<file path="src/rtl/cpu_pkg.sv">
// Shared CPU definitions: data widths, reset PC, fetch FSM states and the
// opcode constants the decoder shares with the fetch unit.
package cpu_pkg;

    localparam int unsigned INSTR_W = 32;
    localparam logic [31:0] RESET_PC_DEFAULT = 32'h0000_0000;

    typedef enum logic {
        FETCH,
        DRAIN
    } fetch_state_e;

    localparam logic [5:0] OP_RTYPE = 6'b000000;
    localparam logic [5:0] OP_LW    = 6'b100011;
    localparam logic [5:0] OP_SW    = 6'b101011;
    localparam logic [5:0] OP_BEQ   = 6'b000100;

    // One buffered fetch: the word and the address of the following word.
    typedef struct packed {
        logic [INSTR_W-1:0] word;
        logic [31:0]        pc_plus4;
    } fetch_entry_t;

endpackage

</file>
<file path="src/rtl/fetch_buffer.sv">
// Two-entry fetch FIFO with flush. Slot 0 is always the head, so the head
// outputs come straight from a register; empty slots are held at zero.
module fetch_buffer
    import cpu_pkg::*;
(
    input  logic         clk,
    input  logic         rst,
    input  logic         push,
    input  logic         pop,
    input  logic         flush,
    input  fetch_entry_t push_entry,
    output logic [1:0]   count,
    output fetch_entry_t head
);

    logic [1:0]   count_q, count_d;
    fetch_entry_t slot_q [2];
    fetch_entry_t slot_d [2];

    always_comb begin
        count_d = count_q;
        slot_d  = slot_q;
        if (flush) begin
            count_d   = '0;
            slot_d[0] = '0;
            slot_d[1] = '0;
        end else begin
            if (pop) begin
                slot_d[0] = slot_q[1];
                slot_d[1] = '0;
                count_d   = count_q - 2'd1;
            end
            // Append after the pop so a push+pop at count 2 lands in slot 1.
            if (push && (count_d != 2'd2)) begin
                slot_d[count_d[0]] = push_entry;
                count_d            = count_d + 2'd1;
            end
        end
    end

    always_ff @(posedge clk) begin
        if (rst) begin
            count_q   <= '0;
            slot_q[0] <= '0;
            slot_q[1] <= '0;
        end else begin
            count_q   <= count_d;
            slot_q[0] <= slot_d[0];
            slot_q[1] <= slot_d[1];
        end
    end

    assign count = count_q;
    assign head  = slot_q[0];

endmodule

</file>
<file path="src/rtl/instruction_fetch.sv">
// Instruction fetch unit: PC, req/ack memory handshake, 2-word buffer and
// branch redirect. Define IFETCH_PERF_CNT_EN to add FetchCount/FlushCount.
module instruction_fetch
    import cpu_pkg::*;
#(
    parameter logic [31:0] RESET_PC = RESET_PC_DEFAULT
) (
    input  logic        Clk,
    input  logic        Rst,
    input  logic        PCSrc,
    input  logic [31:0] BranchTarget,
    input  logic        Stall,
    output logic        IMemReq,
    output logic [31:0] IMemAddr,
    input  logic        IMemAck,
    input  logic [31:0] IMemData,
    output logic [31:0] Instruction,
    output logic [31:0] PCPlus4,
    output logic        InstrValid
`ifdef IFETCH_PERF_CNT_EN
    ,
    output logic [31:0] FetchCount,
    output logic [31:0] FlushCount
`endif
);

    localparam logic [31:0] ALIGN_MASK = 32'hFFFF_FFFC;

    fetch_state_e state_q, state_d;
    logic [31:0]  pc_q, pc_d;
    logic [31:0]  target_q, target_d;
    logic         pending_q, pending_d;
    logic [31:0]  branch_aligned;
    logic         push, pop, flush;
    logic [1:0]   count;
    fetch_entry_t head;
    fetch_entry_t push_entry;

    assign branch_aligned = BranchTarget & ALIGN_MASK;
    assign InstrValid     = (count != 2'd0);
    assign pop            = InstrValid & ~Stall;
    assign flush          = PCSrc;
    assign IMemAddr       = pc_q;
    assign push_entry     = '{word: IMemData, pc_plus4: pc_q + 32'd4};

    always_comb begin
        state_d  = state_q;
        pc_d     = pc_q;
        target_d = target_q;
        push     = 1'b0;
        IMemReq  = 1'b0;
        unique case (state_q)
            FETCH: begin
                // pending_q keeps an unacknowledged request alive even if
                // the buffer fills or the consumer stalls meanwhile.
                IMemReq = ~Rst & (pending_q | (count < 2'd2) | pop);
                if (PCSrc) begin
                    if (IMemReq && !IMemAck) begin
                        target_d = branch_aligned;
                        state_d  = DRAIN;
                    end else begin
                        pc_d = branch_aligned;
                    end
                end else if (IMemReq && IMemAck) begin
                    push = 1'b1;
                    pc_d = pc_q + 32'd4;
                end
            end
            DRAIN: begin
                IMemReq = ~Rst;
                if (IMemAck) begin
                    pc_d    = PCSrc ? branch_aligned : target_q;
                    state_d = FETCH;
                end else if (PCSrc) begin
                    target_d = branch_aligned;
                end
            end
            default: state_d = FETCH;
        endcase
        pending_d = IMemReq & ~IMemAck;
    end

    always_ff @(posedge Clk) begin
        if (Rst) begin
            state_q   <= FETCH;
            pc_q      <= RESET_PC & ALIGN_MASK;
            target_q  <= '0;
            pending_q <= 1'b0;
        end else begin
            state_q   <= state_d;
            pc_q      <= pc_d;
            target_q  <= target_d;
            pending_q <= pending_d;
        end
    end

    fetch_buffer u_fetch_buffer (
        .clk        (Clk),
        .rst        (Rst),
        .push       (push),
        .pop        (pop),
        .flush      (flush),
        .push_entry (push_entry),
        .count      (count),
        .head       (head)
    );

    assign Instruction = head.word;
    assign PCPlus4     = head.pc_plus4;

`ifdef IFETCH_PERF_CNT_EN
    logic [31:0] fetch_cnt_q, fetch_cnt_d;
    logic [31:0] flush_cnt_q, flush_cnt_d;

    always_comb begin
        fetch_cnt_d = fetch_cnt_q + (push ? 32'd1 : 32'd0);
        flush_cnt_d = flush_cnt_q + (PCSrc ? 32'd1 : 32'd0);
    end

    always_ff @(posedge Clk) begin
        if (Rst) begin
            fetch_cnt_q <= '0;
            flush_cnt_q <= '0;
        end else begin
            fetch_cnt_q <= fetch_cnt_d;
            flush_cnt_q <= flush_cnt_d;
        end
    end

    assign FetchCount = fetch_cnt_q;
    assign FlushCount = flush_cnt_q;
`endif

endmodule

</file>
<file path="config.mk">
export PLATFORM = sky130hd
export DESIGN_NAME = instruction_fetch
export DESIGN_NICKNAME = d
export VERILOG_FILES = /design/src/rtl/cpu_pkg.sv /design/src/rtl/fetch_buffer.sv /design/src/rtl/instruction_fetch.sv
export SDC_FILE = /design/constraint.sdc
export NUM_CORES = 1
export LEC_CHECK = 0
export ABC_AREA = 1
export CAP_MARGIN = 10
export CELL_PAD_IN_SITES_DETAIL_PLACEMENT = 1
export CELL_PAD_IN_SITES_GLOBAL_PLACEMENT = 1
export CORE_ASPECT_RATIO = 0.7
export CORE_MARGIN = 1.5
export CORE_UTILIZATION = 38
export CTS_CLUSTER_DIAMETER = 120
export DETAILED_ROUTE_END_ITERATION = 7
export MAX_ROUTING_LAYER = met4
export PLACE_DENSITY_LB_ADDON = 0.1
export RECOVER_POWER = 25
export SYNTH_ARGS = -nofsm -noshare
export SYNTH_HDL_FRONTEND = slang
export SYNTH_HIERARCHICAL = 1
export SYNTH_SLANG_ARGS = --single-unit
</file>
<file path="constraint.sdc">
create_clock -name Clk -period 2.95 [get_ports Clk]
set_input_delay 0.59 -clock Clk [delete_from_list [all_inputs] [get_ports Clk]]
set_output_delay 0.59 -clock Clk [all_outputs]
set_load 0.01 [all_outputs]
</file>
* Word-level counts from Yosys, hierarchy flattened
Cells that the tools add are included.
** Operators by class
- Equality and inequality tests :: 7
- Bitwise logic cells :: 10
- $mul :: 0
- $add $sub $neg :: 3
- Mux-type cells :: 27
- Shift operators :: 0
- Order comparisons :: 3
- Divide/modulo/power cells :: 0
- Reduce and logical (&&, ||, !) cells :: 9
** Operators with widths (number)
- $mux W128 :: 3
- $mux W32 :: 8
- $bwmux W128 :: 1
- $pmux W32 S2 :: 2
- $demux W64 S1 :: 1
- $mux W64 :: 1
- $add A32 B3 Y32 const B :: 1
- $ne A2 B2 Y1 const B :: 5
- $mux W1 :: 6
- $mux W2 :: 3
- $ne A3 B3 Y1 const B :: 2
- $reduce_and A3 Y1 :: 2
- $logic_and A1 B1 Y1 :: 4
- $not A1 Y1 :: 4
- $pmux W1 S2 :: 2
- $and A1 B1 Y1 :: 3
- $add A2 B1 Y2 const B :: 1
- $ge A2 B2 Y1 const B :: 1
- $lt A2 B1 Y1 const B :: 1
- $lt A2 B2 Y1 const B :: 1
- $not A1 Y2 :: 1
- $or A1 B1 Y1 :: 2
- $reduce_bool A2 Y1 :: 1
- $reduce_or A2 Y1 :: 1
- 2 further kinds :: 2
** Storage, ports and cells
- Input bits :: 69
- Bits in read-only memories :: 0
- Latch bits :: 0
- Memories kept :: 0
- Memory bits (writable) :: 0
- Logic and storage cells :: 68
- Register bits :: 196

* Logic depth before layout (Yosys ltp)
Gate-level depths: netlist of the first run.
- Depth after elaboration :: 11
- Mapped depth :: 14

* Hierarchy
The synthesis of the first run kept the hierarchy.
** Modules (own cells, without submodules)
- fetch_buffer :: times used 1, area an instance 6545.0 µm², cells an instance 1050, seq. area each 2602.5 µm²
- instruction_fetch :: times used 1, area an instance 3833.7 µm², cells an instance 605, seq. area each 1321.3 µm²

* Least setup slack after synthesis of the first run
Ideal clock, no wire load.
- Path kind :: input -> register
- From :: input Stall
- To :: register u_fetch_buffer/slot_q[54] (netlist name)
- Data arrival time :: 2.300 ns
- Stages on the path :: 12
- Slack :: 0.537 ns
- Buffers on the path :: 3
- Cell sequence :: a21oi_1 -> clkbuf_1 -> nand3_1 -> nand2_1 -> inv_1 -> ha_1 -> nor2_1 -> nand3_1 -> buf_2 -> buf_4 -> nor2_1 -> nor2_1
** On the way
- Cells in the longest elaborated chain, start to end :: 11
** RTL lines
- start: declaration :: line instruction_fetch.sv:12 : input logic Stall,
- $not A1 Y1 (*) :: line instruction_fetch.sv:41 : assign pop = InstrValid & ~Stall;
- $and A1 B1 Y1 (*) :: line instruction_fetch.sv:41
- $mux W2 :: line fetch_buffer.sv:28 : if (pop) begin
- $mux W2 :: line fetch_buffer.sv:23 : if (flush) begin
- $not A1 Y2 (implied by the code) :: line fetch_buffer.sv:35 : slot_d[count_d[0]] = push_entry;
- $ge A2 B2 Y1 (implied by the code) / $lt A2 B1 Y1 (equally long branches) :: line fetch_buffer.sv:35
- $logic_and A1 B1 Y1 (implied by the code) :: line fetch_buffer.sv:35
- $mux W64 (implied by the code) :: line fetch_buffer.sv:35
- $demux W64 S1 :: line fetch_buffer.sv:35
- $bwmux W128 :: line fetch_buffer.sv:35
- $mux W128 (*) :: line fetch_buffer.sv:34 : if (push && (count_d != 2'd2)) begin
- end: declaration :: line fetch_buffer.sv:17 : fetch_entry_t slot_q [2];
Mark *: on every way between the ends. The rest lies on a longest branch, timed or not. The select of a mux whose other input is x is not followed.
A chain may end at the register's enable or synchronous reset.

* Worst setup path in the final report of the first run
- From :: input Stall
- To :: output IMemReq
** On the way
- Cells in the longest elaborated chain, start to end :: 5
** RTL lines
- $not A1 Y1 :: line instruction_fetch.sv:41
- $and A1 B1 Y1 :: line instruction_fetch.sv:41
- $or A1 B1 Y1 :: line instruction_fetch.sv:56 : IMemReq = ~Rst & (pending_q | (count < 2'd2) | pop);
- $and A1 B1 Y1 :: line instruction_fetch.sv:56
- $pmux W1 S2 :: line instruction_fetch.sv:52 : unique case (state_q)
- end: declaration :: line instruction_fetch.sv:13 : output logic IMemReq,
Every way passes these cells.

==> results by group, run 1 <==
Floorplan
  – Core area: between 0.02 and 0.03 mm²
  – Initial Util: 0.388
  – Area of the die: approximately 0.028 mm²
  – Die Span Y: ~140 µm
  – Core Rows: 50
  – I/O pins: around 170
  – Die width: between 200 and 250 µm

Synthesis
  – Async set or reset register ratio after synthesis: 0
  – Main synth FF type: dfxtp_1
  – Flops & latches, synth: 196
  – Distinct cells, synth: 33
  – Sequential element share of the synthesized area: 0.378
  – EDFF count, synth: 0
  – Post-synth net total: 1726
  – Post-synthesis area per instance: ~6.3 µm²
  – Synth warn: 6
  – Synth Instances: about 1700
  – Mapped cell area: ~0.010 mm²

Clock network
  – Post-cts repair resize count: 0
  – Worst-Skew Late Latency: 0.44 ns
  – Clock Path Buffers: 2
  – Post-CTS setup buffer count: 0
  – Htree depth: 4
  – CTS tree: yes
  – Hold Buf Count CTS: 0
  – Sink Count: roughly 200
  – Worst-path clk slew: around 0.080 ns
  – Root Driver: clkbuf_16
  – TritonCTS Buffers: 17

Worst setup path
  – CP required: 2.36 ns
  – Critical path arrival: between 2 and 2.5 ns
  – R2r endpoint: u_fetch_buffer/head[27]
  – Crit end category: output pin
  – R2R depth: 14
  – Startpoint types: input pin
  – Worst-path fanout max: 3
  – WS Path Type: in -> out
  – R2R Setup Slk: a little under 0.7 ns
  – FF-to-FF Start: u_fetch_buffer/count[0]

Final layout
  – Fillers: 3585
  – Final nets: 1780
  – Antenna cells: 0
  – Area growth syn-to-layout: 19.8%
  – Layout Cells excl Fill: roughly 2100
  – Fraction of layout cells with a size suffix above 1: 0.0500

Pwr
  – Power share of the clock group: 0.388
  – Leak: between 5 and 6 nW
  – Gate power share: 0.138
  – Sw frac: 0.273
  – Worst vdd ir: 412 µV
  – P_int: between 4 and 5 mW
  – Psw: about 1.6 mW
  – Sequential power share: 0.474
  – Pwr dens: between 400 and 500 mW/mm²

Placed design
  – Placed Instances: a little over 2000
  – RePlAce Congestion: between 0.8 and 0.9
  – Dpl ws: roughly 0.038 ns
  – DP HPWL: 21600 µm
  – Port Buffer Count: 164

Run status
  – Outcome: completed

Timing
  – Setup-failing EPs final: 0
  – Final slew viol count: 0
  – Max Freq: about 370 MHz
  – Slew @ Worst Pin: between 1 and 1.5 ns
  – Setup ws final: 0.227 ns
  – RSZ-0062 raised after global routing: false
  – Final min period: between 2 and 3 ns
  – Hold Vio Cnt, Final: 0
  – Relative slew slack: 0.164
  – Clk_skew: between 0.008 and 0.009 ns
  – Final Cycle Share: 0.923
  – TNS Setup: 0 ns

Detailed routing
  – 1st-iter DRT viols: 375
  – Vias per cell: roughly 4.8
  – DRC Markers: 0
  – Vias: about 9900
  – WL final: roughly 31000 µm
  – Drt pass-1 iters: 4
  – Antenna Violating Nets Remaining: 0
  – WL/cell: approximately 15 µm

Hold path
  – Hold Crit Depth: 2
  – Min-delay worst type: reg -> reg
  – Hold path start: target_q[30]
  – Worst hold endpoint: target_q[30]

Global routing
  – GRT overflow: 0
  – Aggregate global-route resource usage: 0.233
  – Global-route wire length before repair: around 52000 µm
  – Initial antenna violation count: 0
  – Largest net degree at the start of global routing: 88
  – Vias in the first global route: ~10000

Flow run
  – Number of max-cap violations: 0
## registers in the layout, summed over array words and instances (netlist names)
register               count
IMemAddr                  32
u_fetch_buffer/count       2
target_q                  32
pending_q                  1
u_fetch_buffer/head       64
u_fetch_buffer/slot_q     64
state_q                    1
## cell usage after synthesis (all sizes together) (4+ instances only)
master | number | area (µm²)
nand2 | 654 | 2480
xor2 | 9 | 101
nand3 | 27 | 140
nor2 | 359 | 1430
inv | 52 | 200
buf | 138 | 873
a21oi | 48 | 240
nor3 | 6 | 30.0
nand3b | 5 | 37.5
o21ai | 58 | 290
xnor2 | 4 | 35.0
or2 | 6 | 37.5
dfxtp | 196 | 3920
and2 | 69 | 432
clkbuf | 17 | 63.8
## layer usage
layer	share of wire	routed length [µm]	global-route usage
met3	0.026	827	0.0322
met4	0.0068	212	0.0439
met1	0.50	15600	0.307
met5	0	0	-
met2	0.47	14600	0.385
## layout by cell type (no fill, tap or decap), types with 2 or more instances in the layout
cell type / synthesis / routed
a21oi_1: 48 / 47
a22o_1: 2 / 2
and2_1: 69 / 69
buf_12: 0 / 8
buf_4: 72 / 17
bufinv_16: 0 / 2
clkbuf_1: 17 / 4
clkbuf_16: 0 / 17
clkdlybuf4s50_1: 0 / 117
clkinv_2: 0 / 2
clkinvlp_4: 0 / 5
dfxtp_1: 196 / 196
dlygate4sd3_1: 0 / 47
ha_1: 2 / 2
inv_1: 47 / 48
inv_4: 2 / 3
nand2_1: 649 / 649
nand2_2: 2 / 2
nand2_4: 3 / 3
nand3_1: 26 / 24
nand3_4: 0 / 2
nand3b_1: 5 / 5
nor2_1: 346 / 345
nor2_2: 4 / 4
nor2_4: 9 / 10
nor3_1: 6 / 6
o21ai_0: 56 / 56
o21ai_1: 2 / 2
or2_1: 2 / 2
or2_2: 4 / 4
xnor2_1: 4 / 4
xor2_1: 6 / 6
xor2_2: 3 / 3
## worst max path at each step
stage	cells after the start	start	endpoint
after floorplan	12	Stall	u_fetch_buffer/slot_q[54]
after global placement	14	Stall	u_fetch_buffer/head[54]
after detailed placement	14	Stall	u_fetch_buffer/head[46]
after CTS	5	Stall	IMemReq
after global routing	9	Stall	target_q[9]
final	5	Stall	IMemReq
## cells by family (layout without fill, tap and decap cells)
family / after synthesis / in the layout / synth area share
fa+ha+maj: 2 / 2 / 0.00241
xor+xnor: 13 / 13 / 0.0131
simple gates: 1126 / 1126 / 0.442
flops: 196 / 196 / 0.378
buf+inv: 207 / 272 / 0.110
compound gates: 111 / 111 / 0.0551
## area by class of cell
cell class	count	area, µm²	area share
tap	364	455	0.0366
clock buffer	21	450	0.0362
clock inverter	9	108	0.00865
timing repair buffer	190	1930	0.155
multi-input combinational	1252	5360	0.431
sequential	196	3920	0.316
inverter	52	203	0.0163
## power by group through the flow
| stage | registers (mW) | clock network, mW | logic, mW |
|---|---|---|---|
| 2_1_floorplan | 2.88 | 0 | 0.462 |
| 3_3_place_gp | 2.89 | 0 | 0.819 |
| 3_5_place_dp | 2.89 | 0 | 0.837 |
| 4_1_cts | 2.83 | 2.40 | 0.843 |
| 5_1_grt | 2.84 | 2.51 | 0.919 |
| 6_report | 2.83 | 2.32 | 0.826 |
## critical path: stages
cell and delay, ns:
dlygate4sd3_1 0.63, nand3_1 0.18, nand2_1 0.12, nand2_1 0.08, clkdlybuf4s50_1 0.54
## through the flow
| step | hold slack (ns) | utilization | cell area, µm² | total power [mW] |
|---|---|---|---|---|
| floorplan | 0.424 | - | 10400 | 3.34 |
| global placement | 0.435 | 0.444 | 11900 | 3.71 |
| detailed placement | 0.445 | 0.444 | 11900 | 3.73 |
| CTS | 0.456 | 0.465 | 12400 | 6.07 |
| global route | 0.464 | 0.464 | 12400 | 6.27 |
| finish | 0.453 | 0.464 | 12400 | 5.98 |
(Power assumes the default switching activity.)
==> run 2: changes to the inputs <==
--- a/config.mk
+++ b/config.mk
@@ -11,9 +11,10 @@
 export CELL_PAD_IN_SITES_GLOBAL_PLACEMENT = 1
 export CORE_ASPECT_RATIO = 0.7
 export CORE_MARGIN = 1.5
-export CORE_UTILIZATION = 38
+export CORE_UTILIZATION = 44
 export CTS_CLUSTER_DIAMETER = 120
 export DETAILED_ROUTE_END_ITERATION = 7
+export DONT_BUFFER_PORTS = 1
 export MAX_ROUTING_LAYER = met4
 export PLACE_DENSITY_LB_ADDON = 0.1
 export RECOVER_POWER = 25
==> run 2 against run 1 <==
Compared with the run above: combinational power is 34% lower; sequential cell count stayed put; cell area is 14% lower; via count is 7.1% lower; fmax is 6.6% higher; hold slack worse by 0.25 ns; sequential power is 1% higher; critical endpoint is now u_fetch_buffer/head[5]; highest routed layer unchanged.
==> results by group, run 2 (same netlist as run 1, synthesis figures left out) <==
Run status
  – Outcome: completed

Pwr
  – Leak: 5.04 nW (-13%)
  – Pwr dens: 535 mW/mm² (+11%)
  – Worst vdd ir: 413 µV (+0.30%)

Hold path
  – Hold Crit Depth: 1 (-1)
  – Hold path start: Rst
  – Worst hold endpoint: target_q[5]
  – Min-delay worst type: in -> reg

Floorplan
  – Area of the die: 0.0245 mm² (-13%)
  – I/O pins: 167 (unchanged)
  – Die width: 187 µm (-7.0%)
  – Die Span Y: 131 µm (-6.9%)
  – Initial Util: 0.453 (+0.0655)
  – Core Rows: 46 (-8.0%)
  – Core area: 0.0229 mm² (-14%)

Detailed routing
  – DRC Markers: 0 (unchanged)
  – Vias per cell: 4.95 (+4.0%)
  – Antenna Violating Nets Remaining: 0 (unchanged)
  – 1st-iter DRT viols: 447 (+19%)
  – WL/cell: 15.6 µm (+3.9%)
  – WL final: 29000 µm (-7.2%)
  – Vias: 9208 (-7.1%)
  – Drt pass-1 iters: 4 (unchanged)

Placed design
  – Port Buffer Count: 0 (-100%)
  – Dpl ws: 0.329 ns (+0.292 ns)
  – DP HPWL: 19900 µm (-7.9%)
  – RePlAce Congestion: 0.843 (-2.7%)

Flow run
  – Number of max-cap violations: 0 (unchanged)

Final layout
  – Antenna cells: 0 (unchanged)
  – Area growth syn-to-layout: 2.62%
  – Commonest non-fill, non-tap cells in the layout: nand2_1 (649), nor2_1 (345), dfxtp_1 (196)
  – Leading cell type in the layout, fill and taps excluded: nand2_1
  – Fraction of layout cells with a size suffix above 1: 0.0548 (+0.00484)
  – Final nets: 1608 (-9.7%)

Timing
  – Final Cycle Share: 0.866 (-0.0575)
  – Max Freq: 392 MHz (+6.6%)
  – Setup-failing EPs final: 0 (unchanged)
  – Final min period: 2.55 ns (-0.170 ns)
  – Slew @ Worst Pin: 0.943 ns (-0.312 ns)
  – RSZ-0062 raised after global routing: false
  – TNS Setup: 0 ns (unchanged)
  – Relative slew slack: 0.372 (+0.208)
  – Clk_skew: 0.00944 ns (+0.000898 ns)
  – Hold Vio Cnt, Final: 0 (unchanged)
  – Setup ws final: 0.397 ns (+0.170 ns)
  – Final slew viol count: 0 (unchanged)

Worst setup path
  – Crit end category: flop
  – R2R Setup Slk: 0.40 ns (-0.29 ns)
  – Crit path top cell by count: nor2_1
  – FF-to-FF Start: u_fetch_buffer/count[0]
  – Kind of cell adding the most delay to the critical path: simple AND/OR/NAND/NOR gates
  – Critical path arrival: 2.88 ns (+0.75 ns)
  – R2R depth: 11 (-3)
  – Crit-path max cell delay: 0.42 ns (-0.21 ns)
  – WS Path Type: reg -> reg
  – CP required: 3.28 ns (+0.92 ns)
  – CP max stage cell: nand3_4
  – CP bufs+invs: 3 (+1)
  – Worst-path fanout max: 32 (+29)
  – Worst-path cell chain: inv_1 > a21oi_4 > nand2_1 > nand2_1 > inv_1 > ha_1 > nor2_1 > nand3_4 > buf_4 > nor2_1 > nor2_1
  – Startpoint types: flop
  – R2r endpoint: u_fetch_buffer/head[5]

Clock network
  – Htree depth: 4 (unchanged)
  – Hold Buf Count CTS: 0 (unchanged)
  – Root Driver: clkbuf_16
  – Post-CTS setup buffer count: 0 (unchanged)
  – TritonCTS Buffers: 17 (unchanged)
  – Clock Path Buffers: 2 (unchanged)
  – Worst-path clk slew: 0.08 ns (about the same)
  – Sink Count: 196 (unchanged)
  – CTS tree: yes
  – Worst-Skew Late Latency: 0.44 ns (about the same)
  – Post-cts repair resize count: 0 (unchanged)

Global routing
  – Global-route wire length before repair: 47800 µm (-7.6%)
  – Vias in the first global route: 9227 (-8.5%)
  – GRT overflow: 0 (unchanged)
  – Initial antenna violation count: 0 (unchanged)
  – Aggregate global-route resource usage: 0.248 (+0.0148)
  – Largest net degree at the start of global routing: 131 (+49%)
run 2: final cells by class:
| type | count | area, µm² |
|---|---|---|
| fill | 3117 | 12300 |
| multi-input combinational | 1252 | 5360 |
| sequential | 196 | 3920 |
| clock buffer | 19 | 453 |
| tap | 312 | 390 |
| timing repair buffer | 18 | 210 |
| inverter | 52 | 203 |
| clock inverter | 13 | 109 |
run 2: how the worst max path moves through the flow:
stage                                       start  cells past startpoint  slack [ns]                   endpoint
final                     u_fetch_buffer/count[0]                     11        0.40     u_fetch_buffer/head[5]
after global routing      u_fetch_buffer/count[0]                     12        0.16    u_fetch_buffer/head[48]
after floorplan                             Stall                     12        0.54  u_fetch_buffer/slot_q[54]
after global placement                      Stall                     11        0.38    u_fetch_buffer/head[26]
after detailed placement                    Stall                     10        0.33     u_fetch_buffer/head[5]
after CTS                 u_fetch_buffer/count[0]                     11        0.36     u_fetch_buffer/head[5]
run 2: power by group:
| part | switching, mW | total, mW | internal (mW) |
|---|---|---|---|
| logic | 0.375 | 0.543 | 0.168 |
| registers | 0.139 | 2.87 | 2.73 |
| clock network | 1.08 | 2.28 | 1.20 |
| total | 1.59 | 5.70 | 4.11 |
run 2: worst reg2reg max path, cell delays in order (launching register included):
cell and delay [ns]:
dfxtp_1 0.39, inv_1 0.10, a21oi_4 0.27, nand2_1 0.17, nand2_1 0.09, inv_1 0.05, ha_1 0.19, nor2_1 0.22
nand3_4 0.42, buf_4 0.35, nor2_1 0.13, nor2_1 0.06
run 2: routing by layer:
metal | part of all wire | GRT usage | wire [µm]
met2 | 0.45 | 0.391 | 13000
met1 | 0.48 | 0.314 | 14100
met4 | 0.0081 | 0.0551 | 236
met3 | 0.060 | 0.0716 | 1740
met5 | 0 | - | 0
run 2: through the flow:
stage | area (µm²) | std cells | hold WS, ns | power [mW] | utilization
CTS | 10700 | 1862 | 0.183 | 5.78 | 0.465
detailed placement | 10100 | 1830 | 0.440 | 3.48 | 0.440
global placement | 10100 | 1830 | 0.433 | 3.46 | 0.440
finish | 10700 | 1862 | 0.205 | 5.70 | 0.465
floorplan | 10400 | 1655 | 0.424 | 3.34 | -
global route | 10700 | 1862 | 0.183 | 5.95 | 0.465
==> run 3: changes to the inputs <==
--- a/config.mk
+++ b/config.mk
@@ -11,7 +11,7 @@
 export CELL_PAD_IN_SITES_GLOBAL_PLACEMENT = 1
 export CORE_ASPECT_RATIO = 0.7
 export CORE_MARGIN = 1.5
-export CORE_UTILIZATION = 44
+export CORE_UTILIZATION = 45
 export CTS_CLUSTER_DIAMETER = 120
 export DETAILED_ROUTE_END_ITERATION = 7
 export DONT_BUFFER_PORTS = 1
@@ -20,5 +20,4 @@
 export RECOVER_POWER = 25
 export SYNTH_ARGS = -nofsm -noshare
 export SYNTH_HDL_FRONTEND = slang
-export SYNTH_HIERARCHICAL = 1
 export SYNTH_SLANG_ARGS = --single-unit
==> run 3 against run 2 <==
Compared with the run above: clock skew shrank 0.00099 ns; synthesized area shrank 3.6%; combinational power grew 16%; non-clock buffer count grew 7; die area shrank 5.7%.
==> results by group, run 3 <==
Synthesis
  – Sequential element share of the synthesized area: 0.392 (+0.0143)
  – Async set or reset register ratio after synthesis: 0 (unchanged)
  – Synth area leaders: dfxtp_1 (39%), nand2_1 (16%), nor2_1 (9.2%), a21oi_1 (6.7%), o21ai_0 (6.3%)
  – Post-synth top area cell: dfxtp_1
  – Post-synthesis area per instance: 6.52 µm² (+4.0%)
  – Top cells by count, synth: nand2_1 (420), nor2_1 (246), dfxtp_1 (196)
  – Top cell type's share of synthesized area: 0.392 (+0.0143)
  – Main synth FF type: dfxtp_1
  – Flops & latches, synth: 196 (unchanged)
  – Top-count cell post-synth: nand2_1
  – Mapped cell area: 0.0100 mm² (-3.6%)
  – Synth warn: 0 (-6)
  – Synth Instances: 1534 (-7.3%)
  – Post-synth net total: 1606 (-7.0%)
  – EDFF count, synth: 0 (unchanged)
  – Distinct cells, synth: 30 (-9.1%)

Detailed routing
  – Vias per cell: 5.33 (+7.8%)
  – DRC Markers: 0 (unchanged)
  – 1st-iter DRT viols: 629 (+41%)
  – WL final: 30500 µm (+5.3%)
  – WL/cell: 17.8 µm (+14%)
  – Vias: 9158 (-0.54%)
  – Antenna Violating Nets Remaining: 0 (unchanged)
  – Drt pass-1 iters: 5 (+1)

Floorplan
  – Core Rows: 45 (-2.2%)
  – Area of the die: 0.0231 mm² (-5.7%)
  – Initial Util: 0.460 (+0.00708)
  – Die width: 181 µm (-2.9%)
  – I/O pins: 167 (unchanged)
  – Core area: 0.0217 mm² (-5.1%)
  – Die Span Y: 128 µm (-2.9%)

Worst setup path
  – Worst-path cell chain: inv_1 > ha_1 > inv_1 > nand2_4 > nand2_1 > nand2_1 > ha_1 > nor3_4 > nand3_4 > buf_4 > a21oi_1 > o21ai_1 > inv_1
  – WS Path Type: reg -> reg
  – Critical path arrival: 3.06 ns (+0.18 ns)
  – CP required: 3.34 ns (+0.06 ns)
  – Kind of cell adding the most delay to the critical path: simple AND/OR/NAND/NOR gates
  – CP max stage cell: dfxtp_1
  – Startpoint types: flop
  – Crit end category: flop
  – CP bufs+invs: 4 (+1)
  – Crit path top cell by count: inv_1
  – Crit-path max cell delay: 0.33 ns (-0.09 ns)
  – Worst-path fanout max: 58 (+81%)

Timing
  – Relative slew slack: 0.356 (-0.0160)
  – Final min period: 2.67 ns (+0.117 ns)
  – Hold Vio Cnt, Final: 0 (unchanged)
  – Setup ws final: 0.280 ns (-0.117 ns)
  – Final Cycle Share: 0.905 (+0.0397)
  – RSZ-0062 raised after global routing: false
  – Slew @ Worst Pin: 0.966 ns (+0.0239 ns)
  – Max Freq: 374 MHz (-4.4%)
  – Setup-failing EPs final: 0 (unchanged)
  – Final slew viol count: 0 (unchanged)
  – Clk_skew: 0.00845 ns (-0.000989 ns)
  – Hold WS: 0.205 ns (-0.000103 ns)
  – TNS Setup: 0 ns (unchanged)

Global routing
  – Aggregate global-route resource usage: 0.274 (+0.0265)
  – Initial antenna violation count: 0 (unchanged)
  – GRT overflow: 0 (unchanged)
  – Largest net degree at the start of global routing: 106 (-19%)
  – Global-route wire length before repair: 48400 µm (+1.4%)
  – Vias in the first global route: 8906 (-3.5%)

Clock network
  – CTS tree: yes
  – Htree depth: 4 (unchanged)
  – Worst-path clk slew: 0.07 ns (about the same)
  – TritonCTS Buffers: 17 (unchanged)
  – Post-CTS setup buffer count: 0 (unchanged)
  – Worst-Skew Late Latency: 0.45 ns (about the same)
  – Clock Path Buffers: 2 (unchanged)
  – Root Driver: clkbuf_16
  – Sink Count: 196 (unchanged)
  – Hold Buf Count CTS: 0 (unchanged)
  – Post-cts repair resize count: 0 (unchanged)

Final layout
  – Leading cell type in the layout, fill and taps excluded: nand2_1
  – Final instance area: 0.0103 mm² (-3.3%)
  – Area growth syn-to-layout: 3.00%
  – Fraction of layout cells with a size suffix above 1: 0.0501 (-0.00470)
  – Final nets: 1495 (-7.0%)
  – Antenna cells: 0 (unchanged)
  – Fillers: 2930 (-6.0%)
  – Commonest non-fill, non-tap cells in the layout: nand2_1 (419), nor2_1 (244), dfxtp_1 (196)

Hold path
  – Min-delay worst type: in -> reg

Pwr
  – Worst vdd ir: 416 µV (+0.57%)
  – Pwr dens: 582 mW/mm² (+8.8%)
  – Leak: 4.38 nW (-13%)
  – Total power: 6.00 mW (+5.2%)

Placed design
  – Dpl cell area: 0.00968 mm² (-4.0%)
  – Dpl ws: 0.321 ns (-0.00868 ns)
  – RePlAce Congestion: 0.896 (+6.3%)
  – DP HPWL: 21000 µm (+5.6%)
  – Port Buffer Count: 0 (unchanged)

Flow run
  – Number of max-cap violations: 0 (unchanged)

Run status
  – Outcome: completed
[run 3: path summary, 6_finish.rpt]
check,from,endpoint,slack [ns],depth (start not counted)
min reg2reg,target_q[6],target_q[6],0.45,2
max,u_fetch_buffer.count[0],u_fetch_buffer.head[24],0.28,13
min,Rst,target_q[7],0.20,1
max reg2reg,u_fetch_buffer.count[0],u_fetch_buffer.head[24],0.28,13
[run 3: cell families after synthesis]
kind of cell	count (synthesis)	share of synthesized area
AND/OR/NAND/NOR	759	0.302
buffers and inverters	264	0.135
adder cells (fa/ha/maj)	3	0.00375
AO/OA/AOI/OAI	288	0.145
flip-flops	196	0.392
XOR/XNOR	13	0.0114
multiplexers	11	0.0110
[run 3: layout make-up]
type,instances,area [µm²],area share
clock buffers,21,470,0.0457
clock inverters,11,149,0.0145
inverters,109,409,0.0397
multi-input cells,1074,4760,0.462
flip-flops and latches,196,3920,0.381
well taps,282,353,0.0343
repair buffers,25,238,0.0231
[run 3: stage by stage]
step | utilization | instances
after CTS | 0.474 | 1718
after detailed placement | 0.445 | 1686
after floorplan | - | 1534
final | 0.474 | 1718
after global routing | 0.474 | 1718
after global placement | 0.445 | 1686
[run 3: power by group]
group	leakage [nW]	total, mW	switching [mW]	internal (mW)
Sequential	1.59	2.87	0.135	2.74
Combinational	2.49	0.631	0.445	0.187
Clock	0.308	2.49	1.08	1.41
Total	4.38	6.00	1.66	4.33
[run 3: metal layers]
metal | track usage | share of wire | vias up
met4 | 0.0647 | 0.0097 | 0
met5 | - | 0 | -
met2 | 0.418 | 0.44 | 166
li1 | - | - | 4556
met1 | 0.367 | 0.49 | 4414
met3 | 0.0662 | 0.059 | 22
[run 3: worst register-to-register path, cell delays in order (launching register included)]
cell and delay, ns:
dfxtp_1 0.33, inv_1 0.06, ha_1 0.24, inv_1 0.14, nand2_4 0.14, nand2_1 0.09, nand2_1 0.12, ha_1 0.26
nor3_4 0.33, nand3_4 0.12, buf_4 0.33, a21oi_1 0.29, o21ai_1 0.10, inv_1 0.08
